**config.mk**
```make
export PLATFORM = sky130hd
export DESIGN_NAME = mat_addr_gen
export DESIGN_NICKNAME = d
export VERILOG_FILES = /design/src/rtl/mat_addr_gen.sv
export SDC_FILE = /design/constraint.sdc
export NUM_CORES = 1
export LEC_CHECK = 0
export ABC_AREA = 1
export BUFFER_PORTS_ARGS = -buffer_cell sky130_fd_sc_hd__buf_2
export CORE_ASPECT_RATIO = 1.1
export CORE_MARGIN = 2
export CORE_UTILIZATION = 60
export DETAILED_ROUTE_END_ITERATION = 12
export GPL_TIMING_DRIVEN = 0
export PLACE_DENSITY = 0.94
export SLEW_MARGIN = 30
export SYNTH_ARGS = -nofsm -noshare
export SYNTH_HDL_FRONTEND = slang
export SYNTH_SLANG_ARGS = --single-unit
```
**constraint.sdc**
```tcl
create_clock -name clock -period 3 [get_ports clock]
set_input_delay 0.3 -clock clock [delete_from_list [all_inputs] [get_ports clock]]
set_output_delay 0.3 -clock clock [all_outputs]
set_load 0.03 [all_outputs]
```
**src/rtl/mat_addr_gen.sv**
```systemverilog
// Address sequencer for D[i][j] = sum_k A[i][k]*B[k][j]: walks i/j/k and emits
// one (A, B, D) address triple per beat with accumulator first/last flags.
module mat_addr_gen #(
  parameter int ADDR_W = 8,
  parameter int DIM_W  = 8
) (
  input  logic              clock,
  input  logic              reset,
  input  logic              start,
  input  logic [DIM_W-1:0]  dim_i,
  input  logic [DIM_W-1:0]  dim_j,
  input  logic [DIM_W-1:0]  dim_k,
  input  logic [ADDR_W-1:0] base_a,
  input  logic [ADDR_W-1:0] base_b,
  input  logic [ADDR_W-1:0] base_d,
  input  logic              ready,
  output logic              valid,
  output logic [ADDR_W-1:0] addr_a,
  output logic [ADDR_W-1:0] addr_b,
  output logic [ADDR_W-1:0] addr_d,
  output logic              first_k,
  output logic              last_k,
  output logic              busy,
  output logic              done,
  output logic [1:0]        dbg_state
);

  // Handshake: a beat transfers on any rising edge where valid && ready.
  // valid is high for the whole RUN state and never drops without a transfer;
  // all beat outputs hold while valid && !ready.

  typedef enum logic [1:0] {
    S_IDLE = 2'd0,
    S_RUN  = 2'd1,
    S_DONE = 2'd2
  } state_t;

  localparam logic [DIM_W-1:0]  DIM_ZERO  = '0;
  localparam logic [DIM_W-1:0]  DIM_ONE   = DIM_W'(1);
  localparam logic [ADDR_W-1:0] ADDR_ONE  = ADDR_W'(1);

  state_t            state_q, state_d;
  logic [DIM_W-1:0]  dim_i_q, dim_i_d;
  logic [DIM_W-1:0]  dim_j_q, dim_j_d;
  logic [DIM_W-1:0]  dim_k_q, dim_k_d;
  logic [ADDR_W-1:0] base_b_q, base_b_d;
  logic [DIM_W-1:0]  i_q, i_d;
  logic [DIM_W-1:0]  j_q, j_d;
  logic [DIM_W-1:0]  k_q, k_d;
  logic [ADDR_W-1:0] row_a_q, row_a_d;
  logic [ADDR_W-1:0] addr_a_q, addr_a_d;
  logic [ADDR_W-1:0] addr_b_q, addr_b_d;
  logic [ADDR_W-1:0] addr_d_q, addr_d_d;
  logic              first_k_q, first_k_d;
  logic              last_k_q, last_k_d;
  logic              valid_q, valid_d;
  logic              busy_q, busy_d;
  logic              done_q, done_d;

  logic [DIM_W-1:0]  i_last, j_last, k_last;
  logic [ADDR_W-1:0] stride_j, stride_k;

  always_comb begin
    i_last   = dim_i_q - DIM_ONE;
    j_last   = dim_j_q - DIM_ONE;
    k_last   = dim_k_q - DIM_ONE;
    stride_j = ADDR_W'(dim_j_q);
    stride_k = ADDR_W'(dim_k_q);

    state_d   = state_q;
    dim_i_d   = dim_i_q;
    dim_j_d   = dim_j_q;
    dim_k_d   = dim_k_q;
    base_b_d  = base_b_q;
    i_d       = i_q;
    j_d       = j_q;
    k_d       = k_q;
    row_a_d   = row_a_q;
    addr_a_d  = addr_a_q;
    addr_b_d  = addr_b_q;
    addr_d_d  = addr_d_q;
    first_k_d = first_k_q;
    last_k_d  = last_k_q;

    case (state_q)
      S_IDLE: begin
        if (start) begin
          dim_i_d   = dim_i;
          dim_j_d   = dim_j;
          dim_k_d   = dim_k;
          base_b_d  = base_b;
          i_d       = DIM_ZERO;
          j_d       = DIM_ZERO;
          k_d       = DIM_ZERO;
          row_a_d   = base_a;
          addr_a_d  = base_a;
          addr_b_d  = base_b;
          addr_d_d  = base_d;
          first_k_d = 1'b1;
          last_k_d  = (dim_k == DIM_ONE);
          if (dim_i == DIM_ZERO || dim_j == DIM_ZERO || dim_k == DIM_ZERO) begin
            state_d = S_DONE;
          end else begin
            state_d = S_RUN;
          end
        end
      end
      S_RUN: begin
        if (ready) begin
          if (k_q != k_last) begin
            k_d      = k_q + DIM_ONE;
            addr_a_d = addr_a_q + ADDR_ONE;
            addr_b_d = addr_b_q + stride_j;
          end else if (j_q != j_last) begin
            // Column step: A rewinds to the row start, B moves to the next column.
            k_d      = DIM_ZERO;
            j_d      = j_q + DIM_ONE;
            addr_a_d = row_a_q;
            addr_b_d = base_b_q + ADDR_W'(j_q) + ADDR_ONE;
            addr_d_d = addr_d_q + ADDR_ONE;
          end else if (i_q != i_last) begin
            k_d      = DIM_ZERO;
            j_d      = DIM_ZERO;
            i_d      = i_q + DIM_ONE;
            row_a_d  = row_a_q + stride_k;
            addr_a_d = row_a_q + stride_k;
            addr_b_d = base_b_q;
            addr_d_d = addr_d_q + ADDR_ONE;
          end else begin
            state_d = S_DONE;
          end
          first_k_d = (k_d == DIM_ZERO);
          last_k_d  = (k_d == k_last);
        end
      end
      S_DONE: begin
        state_d = S_IDLE;
      end
      default: begin
        state_d = S_IDLE;
      end
    endcase

    // Flags only carry meaning alongside valid; park them low otherwise.
    if (state_d != S_RUN) begin
      first_k_d = 1'b0;
      last_k_d  = 1'b0;
    end

    valid_d = (state_d == S_RUN);
    busy_d  = (state_d != S_IDLE);
    done_d  = (state_d == S_DONE);
  end

  always_ff @(posedge clock or posedge reset) begin
    if (reset) begin
      state_q   <= S_IDLE;
      dim_i_q   <= '0;
      dim_j_q   <= '0;
      dim_k_q   <= '0;
      base_b_q  <= '0;
      i_q       <= '0;
      j_q       <= '0;
      k_q       <= '0;
      row_a_q   <= '0;
      addr_a_q  <= '0;
      addr_b_q  <= '0;
      addr_d_q  <= '0;
      first_k_q <= 1'b0;
      last_k_q  <= 1'b0;
      valid_q   <= 1'b0;
      busy_q    <= 1'b0;
      done_q    <= 1'b0;
    end else begin
      state_q   <= state_d;
      dim_i_q   <= dim_i_d;
      dim_j_q   <= dim_j_d;
      dim_k_q   <= dim_k_d;
      base_b_q  <= base_b_d;
      i_q       <= i_d;
      j_q       <= j_d;
      k_q       <= k_d;
      row_a_q   <= row_a_d;
      addr_a_q  <= addr_a_d;
      addr_b_q  <= addr_b_d;
      addr_d_q  <= addr_d_d;
      first_k_q <= first_k_d;
      last_k_q  <= last_k_d;
      valid_q   <= valid_d;
      busy_q    <= busy_d;
      done_q    <= done_d;
    end
  end

  assign valid     = valid_q;
  assign addr_a    = addr_a_q;
  assign addr_b    = addr_b_q;
  assign addr_d    = addr_d_q;
  assign first_k   = first_k_q;
  assign last_k    = last_k_q;
  assign busy      = busy_q;
  assign done      = done_q;
  assign dbg_state = state_q;

endmodule

```
==> metrics.md <==
| Metric | Value |
|---|---|
| Max Cap Viol | 0 |
| Largest net degree at the start of global routing | 52 |
| GPL Wtd Cong | 0.976 |
| CTS Buf Count | 9 |
| Final Hold Viols | 11 |
| Clock root buffer | clkbuf_16 |
| Worst-Margin Slew | 727 ps |
| Worst r2r src | dim_j_q[0]$_DFFE_PP0P_ |
| Reg power frac | 27.6% |
| Residual DRC | 0 |
| R2R depth | 12 |
| Setup WS post-layout | 109 ps |
| Slowest CP cell | dfrtp_1 |
| Crit path kind | reg -> reg |
| P_sw | 0.00458 W |
| Vias in the first global route | 6817 |
| Most common cell in the netlist | nand2_1 |
| HP Class | in -> async |
| Tmin final | 2890 ps |
| Die Area | 12300 sq um |
| Seq/Total Area, Yosys | 34.7% |
| Share of post-route cells with drive strength above 1 | 14.9% |
| Comb pwr share | 59.2% |
| Via count | 7218 |
| H-tree depth | 3 |
| Post-synth EDFFs | 0 |
| CTS clk-pin slew, worst paths | 70 ps |
| Grt total ovfl | 0 |
| Slew Limit Fails | 0 |
| Antenna Nets Post-Route | 0 |
| Worst-Skew Late Latency | 350 ps |
| Nets@finish | 1158 |
| Worst EP arrival | 3120 ps |
| CTS max path bufs | 2 |
| FILL cells | 830 |
| Status | finished, violations left |
| Worst Setup Start Kind | register |
| # port buffers | 82 |
| # diodes | 0 |
| Layout area overhead | 15.0% |
| Most instantiated cells after synthesis | 285 x nand2_1, 102 x inv_1, 95 x dfrtp_1, 87 x o21ai_0, 78 x nor2_1 |
| Max incr delay on CP | 460 ps |
| Max VDD drop | 713 uV |
| Post-synth cell types | 47 |
| Crit-path cells | inv_2, ha_2, or2_2, nand2_1, a21oi_1, nand4_1, nor2_4, inv_2, clkbuf_1, o21ai_0, a221oi_1, o21ai_0 |
| Synth warn | 0 |
| Vias per std cell | 5.89 |
| Drt wl/cell | 16.6 um |
| Maximum clock rate | 0.346 GHz |
| Clock share of power | 13.2% |
| Cell taking the most area after synthesis | dfrtp_1 |
| Setup TNS | 0 ps |
| Dpl hpwl | 14900 um |
| Clk_skew | 9.96 ps |
| Leakage | 3.99 nW |
| Global-route wire length before repair | 32000 um |
| Initial antenna violation count | 0 |
| First-pass DRT Iterations | 6 |
| Starting Density | 62.2% |
| Worst hold slack | -9.65 ps |
| Synthesized flop and latch total | 95 |
| Share of Yosys cell area claimed by the top area cell type | 34.7% |
| Die Ht | 116 um |
| Detailed Route WL | 20300 um |
| TritonCTS clock tree | done |
| Worst path required time | 3230 ps |
| Post-synth ARST share | 100% |
| Final period util | 96.4% |
| Syn Std Cell Area | 6850 sq um |
| Crit-path max FO | 10 |
| I/O pin count | 83 |
| Synthesized area per cell | 7.06 sq um |
| Die Wd | 106 um |
| Syn nets | 1054 |
| Sink Count | 95 |
| Final setup fails | 0 |
| Sw frac | 50.8% |
| Unrepaired setup endpoints after global routing | yes |
| Synth Instances | 970 |
| Failing checks | hold timing |
| Initial detailed-routing violation count | 595 |
| Max-slew headroom | 51.4% |
| Pwr Density | 1150 nW/um^2 |
| Top FF cell, synth | dfrtp_1 |
| Largest cells by area after synthesis | dfrtp_1 35%, nand2_1 16%, o21ai_0 6.4% |
| Site Rows | 40 |
| Core ar. | 11000 sq um |
| Post-Place Worst Slack | -2.93 ps |
| Crit path from | dim_j_q[0]$_DFFE_PP0P_ |
| Crit path capture type | register |
| Cell internal pwr | 0.00444 W |
| GRT Total Usage | 33.2% |
[per-stage QoR]
step,util (%),power (W),instances,area (sq um)
after CTS,70.6,0.00880,1215,7770
after detailed placement,67.9,0.00756,1200,7470
final,71.5,0.00902,1225,7880
after global routing,71.5,0.00975,1225,7880
after floorplan,-,0.00631,970,6850
after global placement,67.6,0.00732,1199,7440
[final cells by class]
cell class	instances	area, sq um	share of cell area (%)
plain buffers	26	121	1.54
clock buffers	10	239	3.03
clock inverters	5	58.8	0.747
inverters	112	433	5.50
multi-input cells	737	3950	50.1
flip-flops and latches	95	2380	30.2
well taps	147	184	2.34
repair buffers	93	513	6.51
[per-layer routing]
layer | track usage, % | share of wire, %
met5 | 0 | 0
met4 | 20.0 | 5.4
met3 | 5.79 | 8.8
met2 | 56.0 | 47
met1 | 40.2 | 39
[path summary, 6_finish.rpt]
check,to,slack (ps)
setup / recovery,addr_b[3]$_DFFE_PP0P_,110
hold / removal,dim_i_q[0]$_DFFE_PP0P_,-10
setup reg to reg,addr_b[3]$_DFFE_PP0P_,110
hold reg to reg,last_k$_DFFE_PP0P_,480
max in group asynchronous,i_q[2]$_DFFE_PP0P_,2420
min in group clock,dim_j_q[7]$_DFFE_PP0P_,160
[power groups by stage]
stage / clock (W) / combinational, W / sequential [W]
2_1_floorplan: 0 / 0.00366 / 0.00265
3_3_place_gp: 0 / 0.00487 / 0.00246
3_5_place_dp: 0 / 0.00508 / 0.00248
4_1_cts: 0.00118 / 0.00516 / 0.00246
5_1_grt: 0.00124 / 0.00597 / 0.00255
6_report: 0.00119 / 0.00533 / 0.00249
[worst max-delay path: cells and delay by family, from the launching register on]
family,cells,cell delay [ps]
AND/OR/NAND/NOR,4,530
buffers and inverters,3,760
flip-flops,1,460
AO/OA/AOI/OAI,4,730
adder cells (fa/ha/maj),1,290
[repair_timing]
action,CTS,global route
setup buffers,0,10
hold buffers,0,0
pin swaps,0,4
endpoints found under the setup margin,1,45
gates resized for setup,1,13
[cell usage in the layout, fill, tap and decap left out, types with 10 or more instances in the layout]
cell	count
a21oi_1	27
buf_2	87
buf_4	11
clkbuf_1	17
dfrtp_1	94
ha_1	27
inv_1	98
nand2_1	284
nand3_1	57
nand4_1	22
nor2_1	77
nor3_1	14
o211ai_1	10
o21ai_0	87
o22ai_1	11
xnor2_1	16
xor2_1	35
[flip-flops by register name (all words and copies together), names as in the netlist]
signal and cells:
addr_a 8, addr_b 8, addr_d 8, base_b_q 8, dim_i_q 8, dim_j_q 8, dim_k_q 8, i_q 8
j_q 8, k_q 8, row_a_q 8, dbg_state 2, busy 1, done 1, first_k 1, last_k 1
valid 1
[cell families (layout without fill, tap and decap cells)]
group	after synthesis	count (layout)	share of synthesized area [%]
AND/OR/NAND/NOR	492	492	31.3
AO/OA/AOI/OAI	158	158	12.7
buffers and inverters	138	246	7.91
flip-flops	95	95	34.7
XOR/XNOR	51	51	6.52
adder cells (fa/ha/maj)	32	32	6.18
multiplexers	4	4	0.658
Note: power is estimated with default switching activity, not from simulation.
